**config.mk**
```make
export PLATFORM = sky130hd
export DESIGN_NAME = regfile_port_arbiter
export DESIGN_NICKNAME = d
export VERILOG_FILES = /design/src/rtl/regfile_port_arbiter.sv
export SDC_FILE = /design/constraint.sdc
export NUM_CORES = 1
export LEC_CHECK = 0
export ABC_CLOCK_PERIOD_IN_PS = 4080
export BUFFER_PORTS_ARGS = -buffer_cell sky130_fd_sc_hd__buf_4
export CAP_MARGIN = 25
export CORE_AREA = 4 4 94 96
export DETAILED_ROUTE_END_ITERATION = 10
export DIE_AREA = 0 0 98 100
export GPL_TIMING_DRIVEN = 0
export HOLD_SLACK_MARGIN = 0.12
export SLEW_MARGIN = 20
export SYNTH_ARGS = -nofsm -noshare
export SYNTH_HDL_FRONTEND = slang
export SYNTH_SLANG_ARGS = --single-unit
```
**constraint.sdc**
```tcl
create_clock -name clk -period 4.08 [get_ports clk]
set_input_delay 0.816 -clock clk [delete_from_list [all_inputs] [get_ports clk]]
set_output_delay 0.816 -clock clk [all_outputs]
set_load 0.02 [all_outputs]
```
**src/rtl/regfile_port_arbiter.sv**
```systemverilog
// regfile_port_arbiter
//   Shares a single-operation-per-cycle register file between one writeback
//   write port (wb) and two read ports (rd0 = decode, rd1 = debug/aux).
//   At most one of rf_we / rf_re is raised per cycle. Read data returns one
//   cycle after the grant, straight from the register file's latched outputs,
//   tagged with the winning reader.
//   Priority: wb wins unless it has already taken WR_STREAK_MAX grants in a row
//   while a read was waiting. rd0/rd1 alternate round-robin.
// Ports
//   clk, rst                         clock, async active-high reset
//   wb_valid/ready, wb_addr/data     write requester
//   rd0_valid/ready, rd0_addr_a/b    read requester 0 (rsp_id 0)
//   rd1_valid/ready, rd1_addr_a/b    read requester 1 (rsp_id 1)
//   rsp_valid, rsp_id, rsp_data_a/b  read response, valid the cycle after grant
//   rf_we/re, rf_regW/dataIn/regA/B  register file command
//   rf_outA/B                        register file latched read data
module regfile_port_arbiter #(
   parameter int unsigned WR_STREAK_MAX = 4,
   parameter int unsigned STREAK_W      = 3
) (
   input  logic        clk,
   input  logic        rst,
   input  logic        wb_valid,
   output logic        wb_ready,
   input  logic [4:0]  wb_addr,
   input  logic [31:0] wb_data,
   input  logic        rd0_valid,
   output logic        rd0_ready,
   input  logic [4:0]  rd0_addr_a,
   input  logic [4:0]  rd0_addr_b,
   input  logic        rd1_valid,
   output logic        rd1_ready,
   input  logic [4:0]  rd1_addr_a,
   input  logic [4:0]  rd1_addr_b,
   output logic        rsp_valid,
   output logic        rsp_id,
   output logic [31:0] rsp_data_a,
   output logic [31:0] rsp_data_b,
   output logic        rf_we,
   output logic        rf_re,
   output logic [4:0]  rf_regW,
   output logic [31:0] rf_dataIn,
   output logic [4:0]  rf_regA,
   output logic [4:0]  rf_regB,
   input  logic [31:0] rf_outA,
   input  logic [31:0] rf_outB
);

   localparam logic [STREAK_W-1:0] StreakMax = STREAK_W'(WR_STREAK_MAX);

   logic [STREAK_W-1:0] streak_q, streak_d;
   logic                rr_q, rr_d;     // preferred reader: 0 = rd0, 1 = rd1
   logic                rd_any, force_rd, grant_wb, grant_rd, rd_win;

   always_comb begin
      rd_any   = rd0_valid | rd1_valid;
      force_rd = rd_any & (streak_q == StreakMax);
      // Readies are forced low while reset is held, even though they are combinational.
      grant_wb = ~rst & wb_valid & ~force_rd;
      grant_rd = ~rst & ~grant_wb & rd_any;
      // Preferred reader if it is asking, otherwise whichever one is.
      rd_win   = rr_q ? rd1_valid : ~rd0_valid;
   end

   always_comb begin
      wb_ready  = grant_wb;
      rd0_ready = grant_rd & ~rd_win;
      rd1_ready = grant_rd & rd_win;
      rf_we     = grant_wb;
      rf_re     = grant_rd;
      rf_regW   = grant_wb ? wb_addr : 5'd0;
      rf_dataIn = grant_wb ? wb_data : 32'd0;
      rf_regA   = 5'd0;
      rf_regB   = 5'd0;
      if (grant_rd) begin
         rf_regA = rd_win ? rd1_addr_a : rd0_addr_a;
         rf_regB = rd_win ? rd1_addr_b : rd0_addr_b;
      end
      rsp_data_a = rf_outA;
      rsp_data_b = rf_outB;
   end

   always_comb begin
      streak_d = streak_q;
      if (grant_rd || !rd_any) begin
         streak_d = '0;
      end else if (grant_wb && (streak_q != StreakMax)) begin
         streak_d = streak_q + 1'b1;
      end
      rr_d = grant_rd ? ~rd_win : rr_q;
   end

   always_ff @(posedge clk or posedge rst) begin
      if (rst) begin
         streak_q  <= '0;
         rr_q      <= 1'b0;
         rsp_valid <= 1'b0;
         rsp_id    <= 1'b0;
      end else begin
         streak_q  <= streak_d;
         rr_q      <= rr_d;
         rsp_valid <= grant_rd;
         if (grant_rd) begin
            rsp_id <= rd_win;
         end
      end
   end

endmodule

```
======== Yosys cells after proc, flatten, opt, wreduce, memory -nomap -nowiden ========
Index checks and enable logic that the tools add are counted.
Widths: inputs -> output; s select.
storage, ports and cells
  flip-flop bits (word level) ............. 6
  latch bits .............................. 0
  memory bits (writable) .................. 0
  bits in read-only memories .............. 0
  input port bits ......................... 126
  output and inout bits ................... 118
  memories ................................ 0
cells by class
  $add $sub $neg .......................... 1
  multiply operators ...................... 0
  divide/modulo/power cells ............... 0
  magnitude comparators ................... 0
  equality and inequality tests ........... 2
  shift-type cells ........................ 0
  muxes and demuxes ....................... 9
  bitwise logic cells ..................... 13
  reduce and logical (&&, ||, !) cells .... 4
operators by type and width
  operator             number
  $mux 32              1
  $mux 5               5
  $and 1x1->1          7
  $mux 3               2
  $not 1->1            5
  $add 3x1->3 const B  1
  $eq 3x3->1 const B   1
  $ne 3x3->1 const B   1
  $reduce_bool 2->1    1
  $logic_and 1x1->1    1
  $logic_not 1->1      1
  $logic_or 1x1->1     1
  $mux 1               1
  $or 1x1->1           1

======== Longest topological paths before layout ========
  depth in word-level cells ............... 9
  mapped depth ............................ 7
  gate-level depth less buffers ........... 5

======== Least setup slack after synthesis ========
OpenSTA, ideal clock, no wires.
  path kind ............................... input-to-output
  from .................................... input port wb_valid
  to ...................................... output port rf_regA[0]
  arrival ................................. 1946 ps
  data required time ...................... 3264 ps
  setup slack ............................. 1318 ps
  cell stages on the path ................. 5
  path through ............................ a21boi_2 -> or3_1 -> buf_6 -> clkbuf_8 -> a21oi_1
on the way
  longest elaborated chain between the ends .. 6
RTL lines
  element                   line  RTL
  start, declared           23    input logic wb_valid,
  $and 1x1->1 (2 in a row)  59    grant_wb = ~rst & wb_valid & ~force_rd;
  $not 1->1                 60    grant_rd = ~rst & ~grant_wb & rd_any;
  $and 1x1->1 (2 in a row)  60
  $mux 5                    75    if (grant_rd) begin
  end, declared             43    output logic [4:0] rf_regA,
No other way between the ends.

======== Worst setup path in the final report ========
  from .................................... input port rst
  to ...................................... output port rf_dataIn[6]
on the way
  longest elaborated chain between the ends .. 4
RTL lines
  element                   line  RTL
  start, declared           22    input logic rst,
  $not 1->1                 59
  $and 1x1->1 (2 in a row)  59
  $mux 32                   72    rf_dataIn = grant_wb ? wb_data : 32'd0;
  end, declared             42    output logic [31:0] rf_dataIn,
No other way between the ends.

==> load_flow_metrics.sql <==
INSERT INTO impl_metrics (metric_group, metric, value, unit) VALUES
('outcome', 'status', 'complete, no violations', ''),
('synth', 'synthesized_flop_and_latch_total', '6', ''),
('sta', 'setup_repair_after_global_routing_missed_its_margin', 'no', ''),
('clocking', 'cts-hold-fix-buffers', '0', ''),
('global_routing', 'grt_pass1_vias', '1723', ''),
('setup_path', 'cp-start-kind', 'input pin', ''),
('setup_path', 'worstPathArrival', '2.24', 'ns'),
('setup_path', 'timing_worst_setup_path_type', 'in -> out', ''),
('floorplan', 'dieHeight', '100', 'um'),
('finish', 'multi_input_comb_area', '571', 'sq um'),
('finish', 'finalInstanceArea', '2800', 'sq um'),
('power', 'worst_ir_drop_vdd', '0.0000882', 'V'),
('drt', 'vias', '1731', ''),
('finish', 'non_filler_instances', '467', ''),
('sta', 'worst_margin_pin_slew', '0.427', 'ns'),
('finish', 'antenna_cells', '0', ''),
('synth', 'syn_area_per_cell', '7.11', 'sq um'),
('finish', 'layout_common_cells', '244 x buf_4, 37 x and2_1, 13 x a21oi_1', ''),
('placement', 'dp_worst_setup_slack', '0.970', 'ns'),
('setup_path', 'r2r-start', 'streak_q[0]', ''),
('floorplan', 'core.rowCount', '33', ''),
('finish', 'finalNetCount', '492', ''),
('clocking', 'path_clk_slew', '0.03', 'ns'),
('floorplan', 'die_footprint', '9800', 'sq um'),
('floorplan', 'placeable_core_area', '8050', 'sq um'),
('clocking', 'ctsRootBufferMaster', 'clkbuf_8', ''),
('placement', 'placement.io_buffers', '179', ''),
('global_routing', 'grtUsageTotal', '10.2', '%'),
('setup_path', 'cp-startpoint', 'rst', ''),
('drt', 'route.antenna.remaining_nets', '0', ''),
('synth', 'post_synth_inst_count', '180', ''),
('global_routing', 'grt_start_max_net_pins', '12', ''),
('global_routing', 'globalRouteOverflowTotal', '0', ''),
('clocking', 'cts_sinks', '6', ''),
('clocking', 'post-cts-setup-buffer-count', '0', ''),
('sta', 'finalCriticalPeriod', '3.06', 'ns'),
('sta', 'final_hold_slack', '0.514', 'ns'),
('setup_path', 'crit_required', '3.26', 'ns'),
('placement', 'gp_routability_congestion', '0.792', ''),
('sta', 'finalSetupViolations', '0', ''),
('drt', 'drt_first_iter_violations', '11', ''),
('sta', 'clock-skew-final', '0.00258', 'ns'),
('clocking', 'clock_latency', '0.22', 'ns'),
('min_path', 'worstHoldPathType', 'reg -> reg', ''),
('synth', 'synth_sequential_area_ratio', '11.7', '%'),
('placement', 'detailed_place_hpwl', '5240', 'um'),
('synth', 'post_synth_instance_area', '1280', 'sq um'),
('clocking', 'cts_buffer_depth', '2', ''),
('min_path', 'hp_start', 'rsp_id', ''),
('drt', 'route.detailed.vias_per_inst', '3.71', ''),
('finish', 'layout_overhead_on_the_synthesized_area', '118', '%'),
('clocking', 'clock_buffers_created_by_tritoncts', '3', ''),
('drt', 'drt_wl_total', '5810', 'um'),
('sta', 'final.setup.tns', '0', 'ns'),
('global_routing', 'grt_pass1_wl', '8370', 'um'),
('sta', 'final_hold_viol_count', '0', ''),
('finish', 'sequential_cell_area', '150', 'sq um'),
('clocking', 'post_cts_resized', '0', ''),
('sta', 'post-route-worst-setup-slack', '1.02', 'ns'),
('synth', 'synth_cell_type_count', '22', ''),
('synth', 'postSynthNetCount', '308', ''),
('clocking', 'tritoncts', 'done', ''),
('synth', 'yosys_warnings', '0', ''),
('setup_path', 'endpoint_kind', 'output pin', ''),
('sta', 'layout_worst_path_cycle_share', '74.9', '%'),
('clocking', 'htree_num_levels', '1', ''),
('drt', 'drtPass1Iterations', '4', ''),
('min_path', 'worst_hold_path.num_cells', '1', ''),
('finish', 'num-fill-cells', '871', ''),
('floorplan', 'floorplan.initialDensity', '15.9', '%'),
('power', 'power-per-cell-area', '206', 'nW/um^2'),
('setup_path', 'timing.reg2reg.worst_path_depth', '6', ''),
('drt', 'drcViolationCount', '0', ''),
('power', 'leakage', '1.57', 'nW'),
('placement', 'dpl-instance-area', '2760', 'sq um'),
('sta', 'drv_slew', '0', ''),
('global_routing', 'antenna_found_initial', '0', ''),
('placement', 'dp_cells', '464', ''),
('run', 'cap_violations', '0', ''),
('sta', 'timing.max_slew.rel_slack', '71.5', '%'),
('sta', 'max_clock_freq', '0.327', 'GHz'),
('finish', 'final_common_cell', 'buf_4', ''),
('floorplan', 'fp.dieW', '98', 'um'),
('finish', 'drive_above_1_share', '70.2', '%'),
('setup_path', 'crit_path_max_fanout', '10', ''),
('floorplan', 'ioPinCount', '244', ''),
('drt', 'wl_per_cell', '12.4', 'um');
[per-layer routing]
metal | vias up | share of wire [%] | track usage (%)
met3 | 0 | 13 | 4.86
met4 | 0 | 0 | 0
li1 | 872 | - | -
met5 | - | 0 | 0
met1 | 733 | 34 | 11.0
met2 | 126 | 53 | 19.2
[layout make-up]
| type | instances | share of cell area [%] |
|---|---|---|
| timing repair buffer | 179 | 48.1 |
| multi-input combinational | 95 | 20.4 |
| buffer | 75 | 19.5 |
| sequential | 6 | 5.37 |
| tap | 105 | 4.70 |
| clock buffer | 3 | 1.48 |
| inverter | 4 | 0.537 |
[metrics by stage]
stage | utilization [%] | power, mW
floorplan | - | 0.321
global placement | 34.2 | 0.488
detailed placement | 34.2 | 0.492
CTS | 34.7 | 0.583
global route | 34.7 | 0.616
finish | 34.7 | 0.576
[worst paths after layout]
| path | to | slack (ns) |
|---|---|---|
| min in group asynchronous | streak_q[2] | 0.58 |
| max reg2reg | rsp_id | 2.37 |
| max in group asynchronous | rsp_valid | 3.26 |
| max | rf_dataIn[6] | 1.02 |
| min reg2reg | rsp_id | 0.51 |
| min | rsp_id | 0.51 |
[kinds of logic (layout without fill, tap and decap cells)]
logic type      count (synthesis)  count (layout)  share of synthesized area (%)
simple gates                   65              65                           29.2
buf+inv                        79             261                           43.7
flops                           6               6                           11.7
compound gates                 26              26                           11.0
mux                             2               2                           2.35
fa+ha+maj                       2               2                           1.95
[cells in the mapped netlist, drive strengths merged]
master   n  area (sq um)
a21boi   1          11.3
a21oi   13          65.1
and2    37           231
buf     67           504
clkbuf   8          40.0
dfrtp    6           150
ha       2          25.0
inv      4          15.0
mux2     2          30.0
nand2    5          18.8
nand2b   2          12.5
nand3   12          60.1
nor2     4          17.5
nor2b    2          12.5
nor3b    2          15.0
o211a    1          10.0
o21ai   11          55.1
or3      1          6.26
[flip-flops by register name (all words and copies together), names as in the netlist]
name,count
rr_q,1
rsp_valid,1
rsp_id,1
streak_q,3
[worst max-delay path, cell delays in order]
cell	delay, ns
buf_4	0.13
inv_1	0.25
o211a_1	0.23
buf_2	0.20
clkbuf_1	0.26
and2_1	0.20
buf_4	0.15
[where the power goes]
| group | total, mW | internal [mW] | switching (mW) |
|---|---|---|---|
| sequential | 0.0820 | 0.0721 | 0.00984 |
| combinational | 0.407 | 0.208 | 0.199 |
| clock | 0.0877 | 0.0633 | 0.0244 |
Note: power is estimated with default switching activity, not from simulation.
